$ cat src/rtl/sd_cmd_rx.sv
// -----------------------------------------------------------------------------
// sd_cmd_rx
// Passive sniffer for the SD bus CMD line. It watches host command frames and
// reports the index and argument of every well-formed one.
//
// The SD clock and CMD line are synchronised into the clk domain. CMD is
// sampled once per detected SD clock rising edge. A 48-bit frame is shifted in
// and its CRC7 is computed on the fly. One cycle after the end bit, the frame
// is judged:
//   - valid host frame  -> cmd_dat_o/arg_o updated, finsh_o pulses
//   - bad host frame    -> crc_err_o pulses, outputs held
//   - card response     -> ignored silently
// A frame is abandoned when the SD clock stalls for TIMEOUT clk cycles.
//
// Parameters
//   TIMEOUT    clk cycles without an SD clock edge before a frame is dropped
//   CHECK_CRC  1 = a CRC7 mismatch rejects the frame, 0 = the CRC is ignored
// Ports
//   clk        system clock (at least 4x the SD clock)
//   rst        asynchronous reset, active low
//   sd_clk_i   SD bus clock (asynchronous)
//   sd_cmd_i   SD CMD line (asynchronous)
//   cmd_dat_o  {2'b00, index} of the last valid frame
//   arg_o      argument of the last valid frame
//   finsh_o    one-cycle pulse per valid frame
//   crc_err_o  one-cycle pulse per rejected host frame
// -----------------------------------------------------------------------------
module sd_cmd_rx #(
   parameter int TIMEOUT   = 1024,
   parameter bit CHECK_CRC = 1'b1
) (
   input  logic        clk,
   input  logic        rst,
   input  logic        sd_clk_i,
   input  logic        sd_cmd_i,
   output logic [7:0]  cmd_dat_o,
   output logic [31:0] arg_o,
   output logic        finsh_o,
   output logic        crc_err_o
);

   typedef enum logic [1:0] {IDLE, RECV, CHECK} state_t;

   localparam logic [15:0] IDLE_LAST = 16'(TIMEOUT - 1);

   state_t      state_reg;
   logic [1:0]  clk_sync_reg;
   logic [1:0]  cmd_sync_reg;
   logic        clk_prev_reg;
   logic [47:0] shift_reg;
   logic [5:0]  bit_cnt_reg;
   logic [15:0] idle_cnt_reg;
   logic [6:0]  crc_reg;

   logic        sd_edge;
   logic        sd_bit;
   logic [6:0]  crc_next;
   logic        crc_ok;
   logic        frame_valid;

   assign sd_edge = clk_sync_reg[1] & ~clk_prev_reg;
   assign sd_bit  = cmd_sync_reg[1];

   // Serial CRC7, generator x^7 + x^3 + 1
   assign crc_next = {crc_reg[5:0], 1'b0} ^ ({7{crc_reg[6] ^ sd_bit}} & 7'h09);

   // Frame fields as held in shift_reg once all 48 bits are in:
   // [47] start, [46] transmission, [45:40] index, [39:8] arg, [7:1] crc, [0] end
   assign crc_ok      = (crc_reg == shift_reg[7:1]) || !CHECK_CRC;
   assign frame_valid = shift_reg[46] && shift_reg[0] && crc_ok;

   always_ff @(posedge clk or negedge rst) begin
      if (!rst) begin
         state_reg    <= IDLE;
         clk_sync_reg <= 2'b00;
         cmd_sync_reg <= 2'b00;
         clk_prev_reg <= 1'b0;
         shift_reg    <= 48'h0;
         bit_cnt_reg  <= 6'd0;
         idle_cnt_reg <= 16'd0;
         crc_reg      <= 7'h00;
         cmd_dat_o    <= 8'h00;
         arg_o        <= 32'h0;
         finsh_o      <= 1'b0;
         crc_err_o    <= 1'b0;
      end else begin
         clk_sync_reg <= {clk_sync_reg[0], sd_clk_i};
         cmd_sync_reg <= {cmd_sync_reg[0], sd_cmd_i};
         clk_prev_reg <= clk_sync_reg[1];

         // Pulses are single-cycle; only CHECK raises them
         finsh_o   <= 1'b0;
         crc_err_o <= 1'b0;

         case (state_reg)
            IDLE: begin
               idle_cnt_reg <= 16'd0;
               if (sd_edge && !sd_bit) begin
                  // The start bit is 0, so it leaves a zero CRC unchanged
                  shift_reg   <= {47'h0, sd_bit};
                  bit_cnt_reg <= 6'd1;
                  crc_reg     <= 7'h00;
                  state_reg   <= RECV;
               end
            end

            RECV: begin
               if (sd_edge) begin
                  idle_cnt_reg <= 16'd0;
                  shift_reg    <= {shift_reg[46:0], sd_bit};
                  bit_cnt_reg  <= bit_cnt_reg + 6'd1;
                  // CRC covers bits 0..39; bit 0 was absorbed in IDLE
                  if (bit_cnt_reg < 6'd40) begin
                     crc_reg <= crc_next;
                  end
                  if (bit_cnt_reg == 6'd47) begin
                     state_reg <= CHECK;
                  end
               end else if (idle_cnt_reg == IDLE_LAST) begin
                  // SD clock stalled: drop the partial frame quietly
                  idle_cnt_reg <= 16'd0;
                  bit_cnt_reg  <= 6'd0;
                  state_reg    <= IDLE;
               end else begin
                  idle_cnt_reg <= idle_cnt_reg + 16'd1;
               end
            end

            CHECK: begin
               if (frame_valid) begin
                  cmd_dat_o <= {2'b00, shift_reg[45:40]};
                  arg_o     <= shift_reg[39:8];
                  finsh_o   <= 1'b1;
               end else if (shift_reg[46]) begin
                  crc_err_o <= 1'b1;
               end
               bit_cnt_reg  <= 6'd0;
               idle_cnt_reg <= 16'd0;
               state_reg    <= IDLE;
            end

            default: begin
               state_reg <= IDLE;
            end
         endcase
      end
   end

endmodule

$ cat config.mk
export PLATFORM = sky130hd
export DESIGN_NAME = sd_cmd_rx
export DESIGN_NICKNAME = d
export VERILOG_FILES = /design/src/rtl/sd_cmd_rx.sv
export SDC_FILE = /design/constraint.sdc
export NUM_CORES = 1
export LEC_CHECK = 0
export CORE_UTILIZATION = 60
export CTS_CLUSTER_DIAMETER = 200
export CTS_CLUSTER_SIZE = 25
export DETAILED_ROUTE_END_ITERATION = 16
export GPL_ROUTABILITY_DRIVEN = 0
export PLACE_DENSITY_LB_ADDON = 0.1
export SLEW_MARGIN = 20
export SYNTH_ARGS = -nofsm -noshare
export SYNTH_HDL_FRONTEND = slang
export SYNTH_SLANG_ARGS = --single-unit
export TNS_END_PERCENT = 10
$ cat constraint.sdc
create_clock -name clk -period 4.7 [get_ports clk]
set_input_delay 0.47 -clock clk [delete_from_list [all_inputs] [get_ports clk]]
set_output_delay 0.47 -clock clk [all_outputs]
set_load 0.05 [all_outputs]
### After elaboration in Yosys (flattened, before gate mapping)

Index checks and enable logic that the tools add are counted.

| word-level totals | value |
|---|---|
| flip-flop bits (word level) | 123 |
| bits in latches | 0 |
| memory bits (writable) | 0 |
| ROM bits | 0 |
| output and inout bits | 42 |
| logic and storage cells | 67 |
| memories | 0 |

| operators by class | value |
|---|---|
| add/subtract/negate cells | 2 |
| multipliers | 0 |
| div/mod/pow operators | 0 |
| magnitude comparators | 1 |
| eq/ne operators | 10 |
| shift-type cells | 0 |
| multiplexer cells | 24 |
| bitwise gates (word level) | 4 |
| reduce and logical (&&, ||, !) cells | 14 |

Operators with widths:

| operator | count |
|---|---|
| $mux 47 | 2 |
| $pmux 47 s2 | 1 |
| $mux 16 | 2 |
| $pmux 16 s2 | 1 |
| $mux 7 | 3 |
| $mux 6 | 3 |
| $pmux 6 s3 | 1 |
| $add 16x1->16 const B | 1 |
| $eq 16x10->1 const B | 1 |
| $pmux 7 s2 | 1 |
| $reduce_and 3->1 | 3 |
| $mux 2 | 4 |
| $eq 7x7->1 | 1 |
| $xor 7x4->7 | 1 |
| $add 6x1->6 const B | 1 |
| $eq 6x6->1 const B | 1 |
| $lt 6x6->1 const B | 1 |
| $ne 2x2->1 const B | 3 |
| $ne 3x3->1 const B | 2 |
| $mux 1 | 5 |
| $pmux 2 s2 | 1 |
| $reduce_and 4->1 | 1 |
| $reduce_bool 2->1 | 2 |
| $logic_and 1x1->1 | 3 |
| 10 further kinds | 10 |

### Logic depth before layout (Yosys ltp)

Gate-level depths: netlist of the first run.

| depth | value |
|---|---|
| word-level depth | 5 |
| mapped depth | 9 |
| gate-level depth less buffers | 6 |

### Worst setup path before layout of the first run

OpenSTA, ideal clock, no wires.

| timing | value |
|---|---|
| path type | register to register |
| from | reg idle_cnt_reg[11] |
| to | reg bit_cnt_reg[0] |
| library setup time | 0.125 ns |
| arrival time | 2.173 ns |
| data required time | 4.575 ns |
| path slack | 2.402 ns |
| stages on the path, launching flop included | 5 |
| cell sequence | dfrtp_1 -> or4_1 -> or4_4 -> a311oi_4 -> mux2_4 |

| between the ends | value |
|---|---|
| cells in the longest elaborated chain, start to end | 3 |

RTL lines:

| item | RTL line | text |
|---|---|---|
| start: declaration | 52 | `logic [15:0] idle_cnt_reg;` |
| start signal: assignment | 125 | `idle_cnt_reg <= idle_cnt_reg + 16'd1;` |
| $eq 16x10->1 | 119 | `end else if (idle_cnt_reg == IDLE_LAST) begin` |
| $ne 3x3->1 (no source line) | n/a |  |
| $reduce_and 3->1 (no source line) | n/a |  |
| end signal: assignment | 111 | `bit_cnt_reg <= bit_cnt_reg + 6'd1;` |
| end: declaration | 51 | `logic [5:0] bit_cnt_reg;` |

No other way between the ends.
A chain may end at the register's enable or synchronous reset.

### Final worst setup path of the first run

Same ends and word-level chain as after synthesis.

==> results of run 1 <==
[worst max path at each step]
stage                                            start                    endpoint  slack [ns]  depth (start not counted)
after global routing      idle_cnt_reg[11]$_DFFE_PN0P_  bit_cnt_reg[0]$_DFFE_PN0P_        2.05                          4
after detailed placement  idle_cnt_reg[11]$_DFFE_PN0P_  bit_cnt_reg[0]$_DFFE_PN0P_        2.18                          4
final                     idle_cnt_reg[11]$_DFFE_PN0P_  bit_cnt_reg[0]$_DFFE_PN0P_        2.15                          4
after floorplan           idle_cnt_reg[11]$_DFFE_PN0P_  bit_cnt_reg[0]$_DFFE_PN0P_        2.40                          4
after CTS                 idle_cnt_reg[11]$_DFFE_PN0P_  bit_cnt_reg[0]$_DFFE_PN0P_        2.16                          4
after global placement    idle_cnt_reg[11]$_DFFE_PN0P_  bit_cnt_reg[0]$_DFFE_PN0P_        2.23                          4
[timing repair]
| item | 4_1_cts | 5_1_grt |
|---|---|---|
| hold endpoints to repair | 22 | 0 |
| resized for setup | 0 | 0 |
| hold buffers | 1 | 0 |
| buffers inserted | 0 | 0 |
[cell families after synthesis]
family / Yosys count / share of synthesized area, %
buffers and inverters: 41 / 3.09
flip-flops: 123 / 58.4
multiplexers: 41 / 8.89
adder cells (fa/ha/maj): 6 / 1.43
AO/OA/AOI/OAI: 96 / 11.0
AND/OR/NAND/NOR: 174 / 14.6
XOR/XNOR: 15 / 2.49
other: 1 / 0.0712
[worst reg2reg max path: stages, from the launching register on]
cell	delay [ns]
dfrtp_1	0.44
or4_1	0.54
or4_4	0.62
a311oi_4	0.49
mux2_4	0.34
[power breakdown]
group	leakage [nW]	switching, mW	total, mW	internal, mW
combinational	0.885	0.306	0.449	0.144
sequential	1.69	0.0672	1.19	1.13
clock	0.274	0.518	1.24	0.724
total	2.85	0.891	2.88	1.99
[per-layer routing]
metal | track usage, % | wire length (um) | up-vias
met1 | 31.6 | 4530 | 1834
li1 | - | - | 1786
met2 | 41.9 | 5290 | 89
met5 | 0 | 0 | -
met3 | 7.26 | 424 | 24
met4 | 10.1 | 203 | 0
[cells in the mapped netlist (all sizes together)]
cell | number | area share (%)
a21oi | 7 | 0.74
nor3 | 4 | 0.38
a31o | 3 | 0.50
a22o | 1 | 0.17
o2111ai | 1 | 0.17
o21a | 2 | 0.29
o31ai | 1 | 0.14
nand3 | 9 | 0.86
nor2b | 1 | 0.12
mux2i | 1 | 0.19
and2 | 3 | 0.36
a41oi | 2 | 0.33
and4b | 1 | 0.19
and3 | 5 | 0.59
or3 | 4 | 0.48
or4bb | 1 | 0.21
or4 | 2 | 0.36
nand2 | 117 | 8.3
nand4b | 1 | 0.17
nor4b | 1 | 0.17
nand2b | 1 | 0.12
o21ai | 61 | 5.8
ha | 6 | 1.4
conb | 1 | 0.071
nor4 | 1 | 0.12
o41a | 1 | 0.21
inv | 13 | 0.93
nor2 | 14 | 1.0
nand4 | 6 | 0.71
o211ai | 1 | 0.14
a31oi | 7 | 0.83
a311oi | 2 | 0.67
xor2 | 10 | 1.7
mux2 | 40 | 8.7
o311a | 1 | 0.19
xnor2 | 5 | 0.83
a22oi | 1 | 0.14
nand3b | 3 | 0.43
dfrtp | 123 | 58
clkbuf | 22 | 1.6
a211oi | 1 | 0.14
o22ai | 3 | 0.36
buf | 6 | 0.59
a311o | 1 | 0.19
[per-stage QoR]
step	utilization [%]	hold slack, ns
floorplan	-	0.174
global placement	69.0	0.340
detailed placement	69.0	0.340
CTS	75.9	0.355
global route	75.9	0.368
finish	75.9	0.353
[area by class of cell]
| type | count | area (um2) | area share (%) |
|---|---|---|---|
| clock buffers | 18 | 418 | 6.60 |
| clock inverters | 14 | 149 | 2.35 |
| inverters | 13 | 48.8 | 0.771 |
| multi-input cells | 334 | 2030 | 32.1 |
| flip-flops and latches | 123 | 3080 | 48.6 |
| well taps | 105 | 131 | 2.07 |
| repair buffers | 49 | 475 | 7.51 |
==> results.md, run 1 <==
- Status: finished, final reports clean
- Reg2Reg Setup Slack: about 2.2 ns
- Worst r2r src: idle_cnt_reg[11]$_DFFE_PN0P_
- Iteration-0 DRC count of the detailed router: 225
- R2R cell count: 4
- Power per cell area: about 460 nW/um2
- TritonCTS Buffers: 17
- Die width: 95.7 um
- First-pass GRT wire length: approximately 17 mm
- Final Hold Fails: 0
- Gr usage total: 25.4%
- Synthesized area: between 5000 and 6000 um2
- Cell row count: 33
- Worst Tran Pin Value: 0.917 ns
- Commonest non-fill, non-tap cell in the layout: dfrtp_1
- Clock latency on the worst-skew pair: 0.51 ns
- Synthesis Warnings: 0
- Remaining global-route overflow: 0
- CTS tree: built
- Max FFs per register: 47
- # placed instances: 623
- Setup TNS: 0 ns
- CP startpoint kind: flop
- Post-place setup slack: 2.18 ns
- H-Tree Depth: 4
- Filler cells: about 540
- Slowest stage cell on the critical path: or4_4
- Mapped Avg Cell Area: approximately 11 um2
- Most frequent cells in the layout: dfrtp_1 (123), nand2_1 (117), o21ai_0 (61)
- Area after DPL: 5760 um2
- Top Family by Delay on Critical Path: simple AND/OR/NAND/NOR gates
- Final WS setup: 2.15 ns
- I/O Buffers: 43
- Die ar.: between 9000 and 10000 um2
- Tcrit/Tclk final: 54.1%
- Post-DR vias/cell: roughly 5.7
- Initial antenna violation count: 0
- Total chip power: between 2 and 3 mW
- Cell count after synthesis: just under 500
- Crit path required time: 5.09 ns
- Vias: between 3000 and 4000
- DP HPWL: 6.22 mm
- CP Class: reg -> reg
- R2r endpoint: bit_cnt_reg[0]$_DFFE_PN0P_
- Seq/Total Area, Yosys: about 60%
- Routed len/inst: about 16 um
- Initial core utilization: roughly 63%
- Post-Route WL: around 10 mm
- Layout area overhead: 20.2%
- I/O Pins: 46
- Slew margin rel.: 38.8%
- Design area: 6330 um2
- Residual DRC: 0
- NumNets Final: 548
- CTS root buf: clkbuf_8
- Maximum VDD drop: roughly 0.27 mV
- WP data arrival: 2.94 ns
- Leakage: 2.85 nW
- Min cycle time layout: 2.55 ns
- Hold_sp: clk_sync_reg[0]$_DFF_PN0_
- Share of post-route cells with drive strength above 1: 15.2%
- Die Y: 95.7 um
- CTS max path bufs: 2
- Number of global-route vias before repair: 3720
- Clock transition at the registers of the reported paths: 0.06 ns
- First-pass DRT Iterations: 5
- Largest net degree at the start of global routing: 93
- Min-Delay Endpoint: clk_sync_reg[1]$_DFF_PN0_
- Final antenna-violating net count: 0
- Slew Viols, Final: 0
- CP Max Fanout: 11
- Final Skew: 0.00981 ns
- Buf/Inv on CP: 0
- Post-synthesis cell type count: 50
- CP peak stage delay: around 0.62 ns
- Crit. End Element: flop
- Sink Count: about 120
- MaxCap Viol Count: 0
- Flops & latches, synth: 123
- RSZ-0062 raised after global routing: no
- Non-Filler Instances: 656
- Hold path depth: 0
- Peak clock frequency supported by timing: 393 MHz
- Antenna Cells: 0
- Cell Chain, Critical Path: or4_1 -> or4_4 -> a311oi_4 -> mux2_4
- Core area: about 8300 um2
- Setup-failing EPs final: 0
- Hold Path Class: reg -> reg
No activity file was read; power rests on OpenSTA's default activity.
==> inputs of run 2 (changes only) <==
--- a/config.mk
+++ b/config.mk
@@ -5,7 +5,7 @@
 export SDC_FILE = /design/constraint.sdc
 export NUM_CORES = 1
 export LEC_CHECK = 0
-export CORE_UTILIZATION = 60
+export CORE_UTILIZATION = 57
 export CTS_CLUSTER_DIAMETER = 200
 export CTS_CLUSTER_SIZE = 25
 export DETAILED_ROUTE_END_ITERATION = 16
==> constraint.sdc (replaced) <==
create_clock -name clk -period 2.6 [get_ports clk]
set_input_delay 0.26 -clock clk [delete_from_list [all_inputs] [get_ports clk]]
set_output_delay 0.26 -clock clk [all_outputs]
set_load 0.05 [all_outputs]
==> run 2 against run 1 <==
  * The run now ends with design-rule violations left
  * Global-route usage down 2.0 points
  * Critical path depth is 1 higher
  * Hold slack lost 0.16 ns
  * Combinational power grew 92%
==> results.md, run 2 (synthesis results as in run 1) <==
- Status: finished, violations left
- Violated checks: design-rule violations
- Setup Buffers After CTS: 0 (unchanged)
- CTS tree: built
- Post-Route WL: 10.4 mm (-0.97%)
- CTS max path bufs: 2 (unchanged)
- CTS resizes: 0 (unchanged)
- Antenna Cells: 0 (unchanged)
- Most frequent cells in the layout: dfrtp_1 (123), nand2_1 (117), o21ai_0 (61)
- Hold_sp: sd_cmd_i
- Largest net degree at the start of global routing: 93 (unchanged)
- Power share of the sequential group: 41.6% (+0.3 points)
- Psw: 1.57 mW (+76%)
- Post-DR vias/cell: 5.59 (-1.7%)
- Worst r2r src: idle_cnt_reg[11]$_DFFE_PN0P_
- Die Y: 98.1 um (+2.5%)
- First-pass GRT wire length: 17.5 mm (about the same)
- CP Class: reg -> reg
- CP startpoint kind: flop
- Final Hold Fails: 0 (unchanged)
- Filler cells: 610 (+14%)
- I/O Buffers: 43 (unchanged)
- Worst Tran Pin Value: 0.914 ns (-0.00205 ns)
- Die width: 98.1 um (+2.5%)
- RSZ-0062 raised after global routing: no
- Cell row count: 34 (+3.0%)
- Final Skew: 0.00904 ns (-0.000763 ns)
- I/O Pins: 46 (unchanged)
- Clock latency on the worst-skew pair: 0.51 ns (about the same)
- FF/Latch Area: 3080 um2 (unchanged)
- # placed instances: 632 (+1.4%)
- CP Max Fanout: 10 (-1)
- Vias: 3715 (-0.48%)
- DP HPWL: 6.42 mm (+3.3%)
- Logic pwr share: 16.6% (+1.0 points)
- Clock transition at the registers of the reported paths: 0.06 ns (about the same)
- Gr usage total: 23.4% (-2.0 points)
- Sw frac: 30.3% (-0.61 points)
- Crit. End Element: flop
- NumNets Final: 554 (+1.1%)
- WP data arrival: 2.79 ns (-0.15 ns)
- Min cycle time layout: 2.37 ns (-0.170 ns)
- Hold Path Class: in -> reg
- MaxCap Viol Count: 0 (unchanged)
- Setup-failing EPs final: 0 (unchanged)
- Clk pwr share: 41.8% (-1.3 points)
- Setup TNS: 0 ns (unchanged)
- Maximum VDD drop: 0.450 mV (+64%)
- Slew margin rel.: 39.0% (+0.14 points)
- CTS root buf: clkbuf_8
- Share of post-route cells with drive strength above 1: 16.2% (+0.94 points)
- R2R cell count: 5 (+1)
- Die ar.: 9630 um2 (+5.2%)
- Initial core utilization: 59.5% (-3.6 points)
- Sink Count: 123 (unchanged)
- Initial antenna violation count: 0 (unchanged)
- Power per cell area: 811 nW/um2 (+78%)
- Internal: 3.61 mW (+81%)
- Layout area overhead: 21.4%
- R2r endpoint: state_reg[1]$_DFFE_PN0P_
- Remaining global-route overflow: 0 (unchanged)
- Tcrit/Tclk final: 91.3% (+37 points)
- Hold path depth: 1 (+1)
- Residual DRC: 2 (+2)
- Crit path required time: 3.01 ns (-2.08 ns)
- Iteration-0 DRC count of the detailed router: 247 (+9.8%)
- Leakage: 2.88 nW (+1.0%)
- First-pass DRT Iterations: 10 (+5)
- Routed len/inst: 15.6 um (-2.2%)
- Number of global-route vias before repair: 3622 (-2.6%)
- Max FFs per register: 47 (unchanged)
- Min-Delay Endpoint: cmd_sync_reg[0]$_DFF_PN0_
- H-Tree Depth: 4 (unchanged)
- Core area: 8850 um2 (+6.1%)
- Non-Filler Instances: 664 (+1.2%)
- Area occupied by multi-input gates: 2030 um2 (unchanged)
- Commonest non-fill, non-tap cell in the layout: dfrtp_1
- Hold buffers post-CTS: 1 (unchanged)
- Peak clock frequency supported by timing: 421 MHz (+7.2%)
- Reg2Reg Setup Slack: 0.23 ns (-1.93 ns)
- Slew Viols, Final: 0 (unchanged)
- TritonCTS Buffers: 17 (unchanged)
- Final antenna-violating net count: 0 (unchanged)
## run 2: changes by cell type in the layout (fill, tap and decap cells not counted), sizes merged
| cell | before | now |
|---|---|---|
| buf | 6 | 12 |
| clkinvlp | 2 | 3 |
| clkinv | 1 | 5 |
| inv | 23 | 18 |
| clkbuf | 18 | 17 |
## run 2: through the flow
step                      area, um2  util (%)  setup WS (ns)  total power, mW  hold WS, ns
after floorplan                5270         -          0.302             2.79      -0.0356
after global placement         5830      65.9          0.277             3.01        0.321
after detailed placement       5830      65.9          0.246             3.04        0.324
after CTS                      6390      72.2          0.232             5.23        0.181
after global routing           6390      72.2          0.123             5.42        0.174
final                          6390      72.2          0.225             5.18        0.191
## run 2: critical path, stage by stage, from the launching register on
cell	delay, ns
dfrtp_1	0.43
or4_1	0.53
or4_4	0.57
buf_4	0.19
a311o_1	0.37
a22oi_1	0.19
## run 2: worst max-delay path by stage
stage,start,end,slack [ns],cells past startpoint
floorplan,idle_cnt_reg[11]$_DFFE_PN0P_,bit_cnt_reg[0]$_DFFE_PN0P_,0.30,4
global placement,idle_cnt_reg[11]$_DFFE_PN0P_,bit_cnt_reg[1]$_DFFE_PN0P_,0.28,4
detailed placement,idle_cnt_reg[11]$_DFFE_PN0P_,bit_cnt_reg[1]$_DFFE_PN0P_,0.25,4
CTS,idle_cnt_reg[11]$_DFFE_PN0P_,bit_cnt_reg[0]$_DFFE_PN0P_,0.23,4
global route,idle_cnt_reg[11]$_DFFE_PN0P_,idle_cnt_reg[11]$_DFFE_PN0P_,0.12,5
finish,idle_cnt_reg[11]$_DFFE_PN0P_,state_reg[1]$_DFFE_PN0P_,0.23,5
## run 2: routing by layer
metal,up-vias,track usage (%),wire length [um]
li1,1798,-,-
met1,1816,29.4,4450
met2,84,37.8,5270
met3,17,7.02,461
met4,0,9.79,171
met5,-,0,0
## run 2: layout make-up
type	count	share of cell area [%]
sequential	123	48.2
multi-input combinational	334	31.8
timing repair buffer	55	8.53
clock buffer	17	6.48
clock inverter	14	2.17
tap	108	2.11
inverter	13	0.763
## run 2: power groups by stage
stage / Combinational, mW / Clock [mW] / Sequential [mW]
floorplan: 0.634 / 0 / 2.16
global placement: 0.832 / 0 / 2.18
detailed placement: 0.851 / 0 / 2.19
CTS: 0.866 / 2.21 / 2.15
global route: 0.967 / 2.29 / 2.17
finish: 0.863 / 2.17 / 2.16
